===== src/rtl/sw_seq_loader.sv =====
// sw_seq_loader: buffers a host query and database sequence of 2-bit symbols,
// streams them to a Smith-Waterman core, issues a start command and captures
// the core's best score.
// Optional feature: define SW_LOADER_PERF_EN to count compute cycles between
// the start command and the result capture (cycle_count); otherwise it is 0.
module sw_seq_loader #(
  parameter int unsigned MAX_LEN = 64
) (
  input  logic        clk,
  input  logic        rst,
  input  logic        in_valid,
  output logic        in_ready,
  input  logic [1:0]  in_base,
  input  logic        in_last,
  output logic [1:0]  Read_en,
  output logic [1:0]  data_readin,
  input  logic        sw_valid,
  input  logic [15:0] max_result,
  output logic [15:0] result,
  output logic        done,
  output logic        err,
  output logic [31:0] cycle_count
);

  localparam int unsigned CW = $clog2(MAX_LEN + 1);
  localparam int unsigned AW = (MAX_LEN > 1) ? $clog2(MAX_LEN) : 1;
  localparam logic [CW-1:0] FULL  = CW'(MAX_LEN);
  localparam logic [CW-1:0] ONE   = CW'(1);
  localparam logic [AW-1:0] ADDR0 = '0;

  localparam logic [1:0] RE_IDLE  = 2'b00;
  localparam logic [1:0] RE_QRY   = 2'b01;
  localparam logic [1:0] RE_DB    = 2'b10;
  localparam logic [1:0] RE_START = 2'b11;

  typedef enum logic [2:0] {
    LOAD_Q,
    LOAD_D,
    STREAM_Q,
    STREAM_D,
    START,
    WAIT
  } state_t;

  state_t        state;
  logic [CW-1:0] qcnt;
  logic [CW-1:0] dcnt;
  logic [CW-1:0] idx;
  logic [1:0]    qbuf [MAX_LEN];
  logic [1:0]    dbuf [MAX_LEN];

  logic accept;
  logic q_full;
  logic d_full;
  logic q_more;
  logic d_more;

  assign accept = in_valid && in_ready;
  assign q_full = (qcnt == FULL);
  assign d_full = (dcnt == FULL);
  assign q_more = (idx < qcnt);
  assign d_more = (idx < dcnt);

  // Symbol storage; beats arriving at a full buffer are dropped.
  always_ff @(posedge clk) begin
    if (accept && (state == LOAD_Q) && !q_full) qbuf[AW'(qcnt)] <= in_base;
    if (accept && (state == LOAD_D) && !d_full) dbuf[AW'(dcnt)] <= in_base;
  end

  // Control FSM with registered handshake and core command outputs.
  // Both counts are at least 1 when streaming starts: the in_last beat is
  // either stored or dropped because the buffer is already full.
  always_ff @(posedge clk) begin
    if (rst) begin
      state       <= LOAD_Q;
      qcnt        <= '0;
      dcnt        <= '0;
      idx         <= '0;
      in_ready    <= 1'b0;
      Read_en     <= RE_IDLE;
      data_readin <= 2'b00;
      result      <= 16'd0;
      done        <= 1'b0;
      err         <= 1'b0;
    end else begin
      done        <= 1'b0;
      in_ready    <= 1'b0;
      Read_en     <= RE_IDLE;
      data_readin <= 2'b00;
      case (state)
        LOAD_Q: begin
          in_ready <= 1'b1;
          if (accept) begin
            if (q_full) err <= 1'b1;
            else        qcnt <= qcnt + ONE;
            if (in_last) state <= LOAD_D;
          end
        end
        LOAD_D: begin
          in_ready <= 1'b1;
          if (accept) begin
            if (d_full) err <= 1'b1;
            else        dcnt <= dcnt + ONE;
            if (in_last) begin
              state       <= STREAM_Q;
              in_ready    <= 1'b0;
              Read_en     <= RE_QRY;
              data_readin <= qbuf[ADDR0];
              idx         <= ONE;
            end
          end
        end
        STREAM_Q: begin
          if (q_more) begin
            Read_en     <= RE_QRY;
            data_readin <= qbuf[AW'(idx)];
            idx         <= idx + ONE;
          end else begin
            state       <= STREAM_D;
            Read_en     <= RE_DB;
            data_readin <= dbuf[ADDR0];
            idx         <= ONE;
          end
        end
        STREAM_D: begin
          if (d_more) begin
            Read_en     <= RE_DB;
            data_readin <= dbuf[AW'(idx)];
            idx         <= idx + ONE;
          end else begin
            state   <= START;
            Read_en <= RE_START;
            idx     <= '0;
          end
        end
        START: begin
          state <= WAIT;
        end
        WAIT: begin
          if (sw_valid) begin
            result   <= max_result;
            done     <= 1'b1;
            qcnt     <= '0;
            dcnt     <= '0;
            in_ready <= 1'b1;
            state    <= LOAD_Q;
          end
        end
        default: begin
          state <= LOAD_Q;
        end
      endcase
    end
  end

`ifdef SW_LOADER_PERF_EN
  logic start_entry;
  assign start_entry = (state == STREAM_D) && !d_more;

  // Compute-cycle counter: cleared entering START, counts WAIT cycles.
  always_ff @(posedge clk) begin
    if (rst)                 cycle_count <= 32'd0;
    else if (start_entry)    cycle_count <= 32'd0;
    else if (state == WAIT)  cycle_count <= cycle_count + 32'd1;
  end
`else
  assign cycle_count = 32'd0;
`endif

endmodule


===== config.mk =====
export PLATFORM = sky130hd
export DESIGN_NAME = sw_seq_loader
export DESIGN_NICKNAME = d
export VERILOG_FILES = /design/src/rtl/sw_seq_loader.sv
export SDC_FILE = /design/constraint.sdc
export NUM_CORES = 1
export LEC_CHECK = 0
export CORE_MARGIN = 4
export CORE_UTILIZATION = 60
export CTS_CLUSTER_SIZE = 28
export DETAILED_ROUTE_END_ITERATION = 16
export PLACE_DENSITY = 0.8
export SLEW_MARGIN = 25
export SYNTH_ARGS = -nofsm -noshare
export SYNTH_HDL_FRONTEND = slang
export SYNTH_SLANG_ARGS = --single-unit

===== constraint.sdc =====
create_clock -name clk -period 4.3 [get_ports clk]
set_input_delay 0.645 -clock clk [delete_from_list [all_inputs] [get_ports clk]]
set_output_delay 0.645 -clock clk [all_outputs]
set_load 0.01 [all_outputs]

==> results by group, run 1 <==
Outcome
  • Status: completed

STA
  • Post-Route Skew: about 0.013 ns
  • Fin. Hold Viols: 0
  • Slew @ Worst Pin: 1.04 ns
  • Crit share post-route: a little over 70%
  • Setup TNS: 0 ns
  • Fin. max-slew vios: 0
  • # setup viols final: 0
  • Slew headroom: between 30% and 40%
  • Final Critical Period: ~3.1 ns
  • Max Freq: approximately 320 MHz
  • RSZ-0062 raised after global routing: false

Placement
  • Final Wtd Congestion: about 0.83
  • Placed wire-length estimate: approximately 18000 um
  • Placed cell areas: about 14000 um^2
  • Port buffer count: 45

Floorplanning
  • Die width: 157 um
  • # IOs: 78
  • Site Rows: 54
  • Core area: 21800 um^2
  • Die footprint: 24500 um^2
  • Initial Utilization: 60.9%
  • Die height: ~160 um

Global route
  • Initial antenna violation count: 0
  • Gr usage total: between 20% and 30%
  • Largest net degree at the start of global routing: between 100 and 150
  • First-pass GRT wire length: around 46000 um
  • Vias in the first global route: slightly above 8k
  • Global route total overflow: 0

Setup path
  • Critical Path AT: between 3 and 4 ns
  • Critical path type: reg2reg
  • Reg2Reg Depth: 6
  • Worst-path cell chain: clkinv_1 > mux4_2 > and3_1 > a31o_1 > nor3_1 > o221ai_1
  • Worst Setup End Kind: register
  • R2r endpoint: data_readin[0]$_SDFF_PP0_
  • Worst setup SP type: register
  • Required time worst endpoint: roughly 4.7 ns
  • Crit Path Max Fanout: 18
  • Worst reg2reg setup slack: between 1 and 1.5 ns
  • Worst path slowest cell: dfxtp_1
  • Slowest stage delay, CP: about 0.87 ns

Synthesis
  • Post-synth EDFFs: roughly 260
  • Number of synthesis warnings: 0
  • Leading area contributor after synthesis: edfxtp_1
  • Seq cells post-synth: ~310
  • Netlist cell types: 57
  • Asr flop ratio synth: 0%
  • Top cells by area, synth: edfxtp_1, mux4_2, dfxtp_1
  • Netlist Area Pre-Place: roughly 13000 um^2
  • Share of the synthesized area in the top cell type: between 50% and 60%
  • Post-synth top flop: edfxtp_1
  • Mean Syn Cell Area: 14.0 um^2
  • Synth Instances: around 950
  • Most frequent cell after synthesis: edfxtp_1
  • Post-synthesis sequential area ratio: about two thirds
  • Synth cell count leaders: edfxtp_1, nor2_1, nand2_1

Routing
  • Drt first pass iters: 5
  • Vias: between 8k and 9k
  • Starting DRT DRC Count: about 960
  • WL per Instance: around 22 um
  • Vias per inst: 6.31
  • DRC viols: 0
  • ANT nets after route: 0
  • Total Wirelength: roughly 29000 um

Finish
  • Share of cells above drive strength 1: about an eighth
  • Register area: between 8000 and 9000 um^2
  • Final core utilization: between 60% and 70%
  • Post-route design area: 14800 um^2
  • # diodes: 0
  • Net count, final: 1034
  • Layout area overhead: 11.4%
  • Fill count: between 1k and 1.5k
  • Area of the multi-input gates: 4110 um^2

CTS
  • Setup Buffers After CTS: 0
  • Clock Sinks: between 300 and 400
  • CTS Buf Count: 29
  • CTS Root Cell: clkbuf_16
  • Cts hold-fix bufs: 0
  • Clock buffer depth: 3
  • Cts repair resizes: 0
  • CTS clk-pin slew, worst paths: ~0.060 ns
  • CTS tree: done
  • # H-tree levels: 1
  • Skew-Pair Late Insertion Delay: around 0.54 ns

Hold path
  • Hold path cells: 2
  • Hold Startpoint: result[7]$_SDFFE_PP0P_
  • Hold Crit Class: reg2reg
  • WHS Endpoint: result[7]$_SDFFE_PP0P_

Job
  • MaxCap Viol Count: 0

Power
  • Static Leak: approximately 4.6 nW
  • Peak VDD IR: between 0.3 and 0.4 mV
  • Power Density: ~410 nW/um^2
==> worst max-delay path, delay by kind of cell, from the launching register on <==
kind	cells	cell delay, ns
simple gates	2	0.45
buf+inv	1	0.77
mux	1	0.50
flops	1	0.87
compound gates	2	0.36
==> layout by cell type, fill, tap and decap left out, drive strengths merged, types with 8 or more instances in the layout <==
cell type / instances
clkbuf: 38
a22oi: 9
clkdlybuf4s50: 43
mux4: 54
nand3: 28
inv: 19
o21ai: 13
edfxtp: 256
dfxtp: 53
clkinv: 12
nand2: 62
ha: 17
a21oi: 35
xnor2: 11
buf: 11
nand4: 10
nor2: 178
a221oi: 8
mux2i: 28
conb: 32
==> area by class of cell <==
cell class	instances	share of cell area, %
Timing Repair Buffer	54	3.50
Inverter	21	0.534
Clock buffer	38	5.35
Sequential cell	309	59.3
Clock inverter	15	1.14
Multi-Input combinational cell	579	27.8
Tap cell	280	2.37
==> stage by stage <==
stage | instances | setup slack (ns) | total power [W] | hold WS [ns]
2_1_floorplan | 979 | 2.10 | 0.00343 | 0.471
3_3_place_gp | 1243 | 1.43 | 0.00348 | 0.441
3_5_place_dp | 1243 | 1.30 | 0.00348 | 0.450
4_1_cts | 1296 | 1.22 | 0.00601 | 0.457
5_1_grt | 1296 | 1.07 | 0.00617 | 0.484
6_report | 1296 | 1.22 | 0.00600 | 0.453
==> kinds of logic (layout without fill, tap and decap cells) <==
family	count (synthesis)	count (layout)	share of synthesized area, %
and+or+nand+nor	323	323	10.7
DFF	309	309	66.0
AOI/OAI and AO/OA	111	111	5.58
buffers and inverters	91	128	3.87
muxes	82	82	11.3
adders and majority gates	17	17	1.60
xor gates and xnor gates	14	14	0.925
other	1	32	0.0283
==> report_power, final <==
| group | switching, W | internal [W] |
|---|---|---|
| Clock | 0.00105 | 0.00152 |
| Sequential | 0.0000146 | 0.00324 |
| Combinational | 0.000107 | 0.0000610 |
| Total | 0.00118 | 0.00482 |
==> per-layer routing <==
layer | vias to the layer above | routed length [um] | GRT usage, %
li1 | 3603 | - | -
met3 | 69 | 2780 | 4.87
met1 | 4057 | 11600 | 33.6
met4 | 0 | 770 | 8.02
met5 | - | 0 | 0
met2 | 454 | 14000 | 38.0
==> how the worst max path moves through the flow <==
stage	start	to	cells after the start
after floorplan	qcnt[3]$_SDFFE_PP0P_	qbuf[62][0]$_DFFE_PP_	8
after global placement	register	data_readin[0]$_SDFF_PP0_	6
after detailed placement	register	data_readin[0]$_SDFF_PP0_	7
after CTS	register	data_readin[0]$_SDFF_PP0_	7
after global routing	register	data_readin[0]$_SDFF_PP0_	7
final	register	data_readin[0]$_SDFF_PP0_	6
==> state kept, by name (all words and copies together) (netlist names), named ones only <==
name,cells
in_ready,1
qcnt,7
result,16
qbuf,128
dbuf,128
done,1
dcnt,7
state,3
err,1
Read_en,2
idx,7
data_readin,2
(Power assumes the default switching activity.)
==> inputs of run 2 (changes only) <==
Settings changed: CORE_UTILIZATION 60 to 59, PLACE_DENSITY 0.8 to 0.79.
Clock period 4.3 ns to 2.9 ns, I/O delays scaled along.
==> run 2 against run 1 <==
Net effect:
- setup slack lost 1.0 ns
- via count grew 0.45%
- clock power grew 52%
- hold slack lost 0.014 ns
- sequential share of layout area shrank 0.97 points
- largest cell class unchanged
==> results by group, run 2 (same netlist as run 1, synthesis figures left out) <==
Finish
  • Largest regs: dbuf: 128 flops, qbuf: 128 flops, result: 16 flops (unchanged)
  • Net count, final: 1048 (was 1034)
  • Post-route design area: 15000 um^2 (was 14800 um^2)
  • Commonest cells after routing, fill and taps aside: edfxtp_1, nor2_1, nand2_1 (unchanged)
  • Share of cells above drive strength 1: 13.5% (was 11.8%)
  • Layout area overhead: 13.3% (was 11.4%)
  • Most common cell after layout, fill and taps aside: edfxtp_1 (unchanged)
  • # diodes: 0 (unchanged)

STA
  • Fin. Hold Viols: 0 (unchanged)
  • Hold Worst Slack: 0.439 ns (was 0.453 ns)
  • Slew @ Worst Pin: 0.683 ns (was 1.04 ns)
  • Slew headroom: 54.2% (was 30.4%)
  • Fin. max-slew vios: 0 (unchanged)
  • Crit share post-route: 93.3% (was 71.6%)
  • Setup TNS: 0 ns (unchanged)
  • Post-Route Skew: 0.00684 ns (was 0.0129 ns)
  • RSZ-0062 raised after global routing: false (unchanged)
  • Final Critical Period: 2.70 ns (was 3.08 ns)
  • Max Freq: 370 MHz (was 325 MHz)
  • # setup viols final: 0 (unchanged)

Setup path
  • Worst-path cell chain: clkinv_1 > mux4_2 > and3_1 > a31o_1 > nor3_1 > o221ai_1 (unchanged)
  • Worst Setup End Kind: register (unchanged)
  • Crit Path Max Fanout: 18 (unchanged)
  • Slowest stage delay, CP: 0.64 ns (was 0.87 ns)
  • Worst setup SP type: register (unchanged)
  • Critical Path AT: 3.10 ns (was 3.50 ns)
  • Critical path type: reg2reg (unchanged)
  • Worst path slowest cell: clkinv_1 (was dfxtp_1)
  • Worst reg2reg setup slack: 0.20 ns (was 1.22 ns)
  • Reg2Reg Depth: 6 (unchanged)
  • Required time worst endpoint: 3.29 ns (was 4.72 ns)

Hold path
  • Hold path cells: 1 (was 2)
  • Hold Crit Class: in2reg (was reg2reg)

CTS
  • Cts repair resizes: 0 (unchanged)
  • CTS tree: done (unchanged)
  • CTS Root Cell: clkbuf_16 (unchanged)
  • CTS Buf Count: 28 (was 29)
  • Clock Sinks: 309 (unchanged)
  • Clock buffer depth: 3 (unchanged)
  • Cts hold-fix bufs: 0 (unchanged)
  • # H-tree levels: 1 (unchanged)
  • Setup Buffers After CTS: 0 (unchanged)
  • Skew-Pair Late Insertion Delay: 0.54 ns (about the same)
  • CTS clk-pin slew, worst paths: 0.06 ns (about the same)

Power
  • Peak VDD IR: 0.528 mV (was 0.373 mV)
  • Static Leak: 4.75 nW (was 4.62 nW)
  • Seq pwr share: 53.3% (was 54.2%)
  • Power Density: 601 nW/um^2 (was 406 nW/um^2)
  • Combinational group share of total power: 3.1% (was 2.8%)
  • P_sw: 0.00173 W (was 0.00118 W)
  • Clock Power Share: 43.6% (was 43.0%)
  • Internal power: 0.00730 W (was 0.00482 W)
  • Net Sw Frac: 19.1% (was 19.6%)

Global route
  • First-pass GRT wire length: 45000 um (was 45500 um)
  • Global route total overflow: 0 (unchanged)
  • Met1 Use GR: 32.5% (was 33.6%)
  • Initial antenna violation count: 0 (unchanged)
  • Largest net degree at the start of global routing: 64 (was 110)
  • Vias in the first global route: 8086 (was 8297)
  • Met2 usage: 38.1% (was 38.0%)
  • Gr usage total: 23.5% (was 23.9%)
  • GRT busiest layer: met2 (unchanged)
  • Global Route met3 Usage: 4.65% (was 4.87%)

Job
  • MaxCap Viol Count: 0 (unchanged)

Placement
  • Placed cell areas: 14000 um^2 (was 13800 um^2)
  • Final Wtd Congestion: 0.862 (was 0.829)
  • Placed wire-length estimate: 18400 um (was 18200 um)
  • Port buffer count: 45 (unchanged)

Routing
  • Vias: 8220 (was 8183)
  • ANT nets after route: 0 (unchanged)
  • DRC viols: 0 (unchanged)
  • Vias per inst: 6.27 (was 6.31)
  • Total Wirelength: 28900 um (was 29100 um)
  • Starting DRT DRC Count: 974 (was 961)
  • WL per Instance: 22.1 um (was 22.4 um)
  • Drt first pass iters: 5 (unchanged)

Floorplanning
  • Die footprint: 24900 um^2 (was 24500 um^2)
  • # IOs: 78 (unchanged)
  • Die width: 158 um (was 157 um)
  • Initial Utilization: 60.4% (was 60.9%)
  • Core area: 22000 um^2 (was 21800 um^2)
  • Site Rows: 54 (unchanged)
  • Die height: 158 um (was 157 um)

Outcome
  • Status: completed (unchanged)
[run 2: cell types whose count changed in the layout (fill, tap and decap cells not counted)]
| cell | previous run | this run |
|---|---|---|
| buf_12 | 0 | 7 |
| clkinv_1 | 7 | 2 |
| clkbuf_8 | 3 | 8 |
| buf_4 | 10 | 19 |
| clkinvlp_2 | 1 | 0 |
| clkinv_4 | 0 | 1 |
| clkinv_2 | 5 | 4 |
| buf_6 | 1 | 0 |
[run 2: worst max-delay path, delay by kind of cell (launching register included)]
| family | cells | cell delay [ns] |
|---|---|---|
| DFF | 1 | 0.51 |
| muxes | 1 | 0.54 |
| buffers and inverters | 1 | 0.64 |
| AOI/OAI and AO/OA | 2 | 0.36 |
| and+or+nand+nor | 2 | 0.50 |
[run 2: routing by layer]
| layer | wire, um | up-vias |
|---|---|---|
| met4 | 872 | 0 |
| met3 | 2570 | 70 |
| met1 | 11400 | 4083 |
| met2 | 14100 | 440 |
| met5 | 0 | - |
| li1 | - | 3627 |
[run 2: worst paths after layout]
check	start	to
worst max-delay path	register	data_readin[0]$_SDFF_PP0_
worst max register to register	register	data_readin[0]$_SDFF_PP0_
worst min-delay path	in_base[0]	dbuf[38][0]$_DFFE_PP_
worst min register to register	result[15]$_SDFFE_PP0P_	result[15]$_SDFFE_PP0P_
[run 2: final cells by class]
cell class | count | area, um^2
clock buffer | 43 | 858
clock inverter | 9 | 149
fill | 1447 | 6940
inverter | 21 | 78.8
multi-input combinational | 579 | 4110
sequential | 309 | 8750
tap | 280 | 350
timing repair buffer | 69 | 713
[run 2: power by group through the flow]
stage / combinational, W / sequential (W) / clock (W)
5_1_grt: 0.000302 / 0.00481 / 0.00415
6_report: 0.000277 / 0.00482 / 0.00393
2_1_floorplan: 0.000176 / 0.00491 / 0
3_5_place_dp: 0.000274 / 0.00491 / 0
3_3_place_gp: 0.000272 / 0.00491 / 0
4_1_cts: 0.000276 / 0.00481 / 0.00395
[run 2: through the flow]
stage	std cells	power [W]	worst slack [ns]	util, %
floorplan	979	0.00508	0.703	-
global placement	1258	0.00518	0.416	63.8
detailed placement	1258	0.00518	0.315	63.8
CTS	1310	0.00905	0.213	68.4
global route	1310	0.00927	0.125	68.4
finish	1310	0.00903	0.195	68.4
==> inputs of run 3 (changes only) <==
Clock period 2.9 ns to 2.8 ns, I/O delays scaled along.
==> run 3 against run 2 <==
Net effect:
- routed wire length down 0.58%
- combinational power up 2%
- global-route usage about the same
- critical path depth grew 1
- via count hardly changed
- first-iteration DRC count fell by 0.62%
- flip-flop and latch count unchanged
- setup slack improved by 0.035 ns
- critical endpoint unchanged
- largest power group unchanged
==> results by group, run 3 (same netlist as run 1, synthesis figures left out) <==
CTS
  • Setup Buffers After CTS: 0 (unchanged)
  • Cts hold-fix bufs: 0 (unchanged)
  • Clock buffer depth: 3 (unchanged)
  • Clock Sinks: 309 (unchanged)
  • # H-tree levels: 1 (unchanged)
  • CTS clk-pin slew, worst paths: 0.06 ns (about the same)
  • Skew-Pair Late Insertion Delay: 0.55 ns (was 0.54 ns)
  • CTS tree: done (unchanged)
  • CTS Root Cell: clkbuf_16 (unchanged)
  • CTS Buf Count: 29 (was 28)

Job
  • MaxCap Viol Count: 0 (unchanged)

Floorplanning
  • Core area: 22000 um^2 (unchanged)
  • Die height: 158 um (unchanged)
  • # IOs: 78 (unchanged)
  • Initial Utilization: 60.4% (unchanged)
  • Die footprint: 24900 um^2 (unchanged)
  • Site Rows: 54 (unchanged)
  • Die width: 158 um (unchanged)

Finish
  • Share of cells above drive strength 1: 13.2% (was 13.5%)
  • Post-route design area: 14900 um^2 (was 15000 um^2)
  • Fill count: 1439 (was 1447)
  • Largest regs: dbuf: 128 flops, qbuf: 128 flops, result: 16 flops (unchanged)
  • Most common cell after layout, fill and taps aside: edfxtp_1 (unchanged)
  • Commonest cells after routing, fill and taps aside: edfxtp_1, nor2_1, nand2_1 (unchanged)
  • # diodes: 0 (unchanged)
  • Layout area overhead: 12.3% (was 13.3%)
  • Net count, final: 1052 (was 1048)

Placement
  • Placed wire-length estimate: 18700 um (was 18400 um)
  • Placed cell areas: 14000 um^2 (about the same)
  • Final Wtd Congestion: 0.847 (was 0.862)
  • Port buffer count: 45 (unchanged)

Global route
  • Global route total overflow: 0 (unchanged)
  • Vias in the first global route: 8211 (was 8086)
  • Largest net degree at the start of global routing: 82 (was 64)
  • Initial antenna violation count: 0 (unchanged)
  • First-pass GRT wire length: 45300 um (was 45000 um)
  • Gr usage total: 23.5% (about the same)

Routing
  • Drt first pass iters: 6 (was 5)
  • Vias: 8218 (was 8220)
  • Starting DRT DRC Count: 968 (was 974)
  • Vias per inst: 6.25 (was 6.27)
  • DRC viols: 0 (unchanged)
  • Total Wirelength: 28800 um (was 28900 um)
  • ANT nets after route: 0 (unchanged)
  • WL per Instance: 21.9 um (was 22.1 um)

Power
  • Power Density: 604 nW/um^2 (was 601 nW/um^2)
  • P_sw: 0.00183 W (was 0.00173 W)
  • Peak VDD IR: 0.544 mV (was 0.528 mV)
  • Internal power: 0.00716 W (was 0.00730 W)
  • Combinational group share of total power: 3.1% (about the same)
  • Net Sw Frac: 20.3% (was 19.1%)
  • Static Leak: 4.68 nW (was 4.75 nW)
  • Seq pwr share: 55.5% (was 53.3%)
  • Clock Power Share: 41.4% (was 43.6%)

STA
  • Post-Route Skew: 0.0194 ns (was 0.00684 ns)
  • Crit share post-route: 91.8% (was 93.3%)
  • Fin. Hold Viols: 0 (unchanged)
  • Hold Worst Slack: 0.236 ns (was 0.439 ns)
  • # setup viols final: 0 (unchanged)
  • Fin. max-slew vios: 0 (unchanged)
  • RSZ-0062 raised after global routing: false (unchanged)
  • Slew @ Worst Pin: 0.657 ns (was 0.683 ns)
  • Slew headroom: 55.8% (was 54.2%)
  • Final Critical Period: 2.57 ns (was 2.70 ns)
  • Max Freq: 389 MHz (was 370 MHz)
  • Setup TNS: 0 ns (unchanged)

Hold path
  • Hold Crit Class: in2reg (unchanged)

Setup path
  • Required time worst endpoint: 3.20 ns (was 3.29 ns)
  • Critical path type: reg2reg (unchanged)
  • Worst setup SP type: register (unchanged)
  • Critical Path AT: 2.97 ns (was 3.10 ns)
  • Worst Setup End Kind: register (unchanged)
  • Crit Path Max Fanout: 28 (was 18)

Outcome
  • Status: completed (unchanged)
-- run 3: routing by layer --
metal	track usage [%]	wire, um	vias up
met2	38.0	14000	500
met3	4.18	2830	52
met5	0	0	-
met4	6.72	635	0
met1	33.5	11300	4028
li1	-	-	3638
-- run 3: critical path: stages, from the launching register on --
cell and delay [ns]:
dfxtp_4 0.50, buf_12 0.28, buf_12 0.24, mux4_2 0.53, a2111oi_0 0.42, a22oi_1 0.16
nand4_1 0.13, o221ai_1 0.12
-- run 3: power groups by stage --
stage | registers [W] | clock network (W) | logic [W]
2_1_floorplan | 0.00508 | 0 | 0.000182
3_3_place_gp | 0.00509 | 0 | 0.000275
3_5_place_dp | 0.00509 | 0 | 0.000279
4_1_cts | 0.00499 | 0.00374 | 0.000281
5_1_grt | 0.00499 | 0.00396 | 0.000309
6_report | 0.00499 | 0.00372 | 0.000283
-- run 3: worst paths after layout --
check | slack [ns] | depth (start not counted) | end | from
worst min register to register | 0.45 | 2 | result[4]$_SDFFE_PP0P_ | result[4]$_SDFFE_PP0P_
worst max-delay path | 0.23 | 7 | data_readin[0]$_SDFF_PP0_ | register
worst min-delay path | 0.24 | 1 | dbuf[8][0]$_DFFE_PP_ | in_base[0]
worst max register to register | 0.23 | 7 | data_readin[0]$_SDFF_PP0_ | register
-- run 3: per-stage QoR --
step           utilization [%]  power [W]  std cells  setup WS, ns
2_1_floorplan                -    0.00526        979         0.603
3_3_place_gp              63.7    0.00536       1261         0.340
3_5_place_dp              63.7    0.00537       1261         0.243
4_1_cts                   67.8    0.00901       1314         0.211
5_1_grt                   67.8    0.00925       1314        0.0262
6_report                  67.8    0.00899       1314         0.230
-- run 3: what timing repair did --
item | CTS | global route
hold endpoints to repair | 0 | 0
resized for setup | 0 | 1
endpoints found under the setup margin | 0 | 1
-- run 3: layout make-up --
| cell class | count | area (um^2) | area share [%] |
|---|---|---|---|
| Sequential cell | 309 | 8750 | 58.8 |
| Clock buffer | 34 | 744 | 5.00 |
| Inverter | 21 | 78.8 | 0.529 |
| Clock inverter | 19 | 150 | 1.01 |
| Timing Repair Buffer | 72 | 698 | 4.69 |
| Multi-Input combinational cell | 579 | 4110 | 27.6 |
| Tap cell | 280 | 350 | 2.35 |
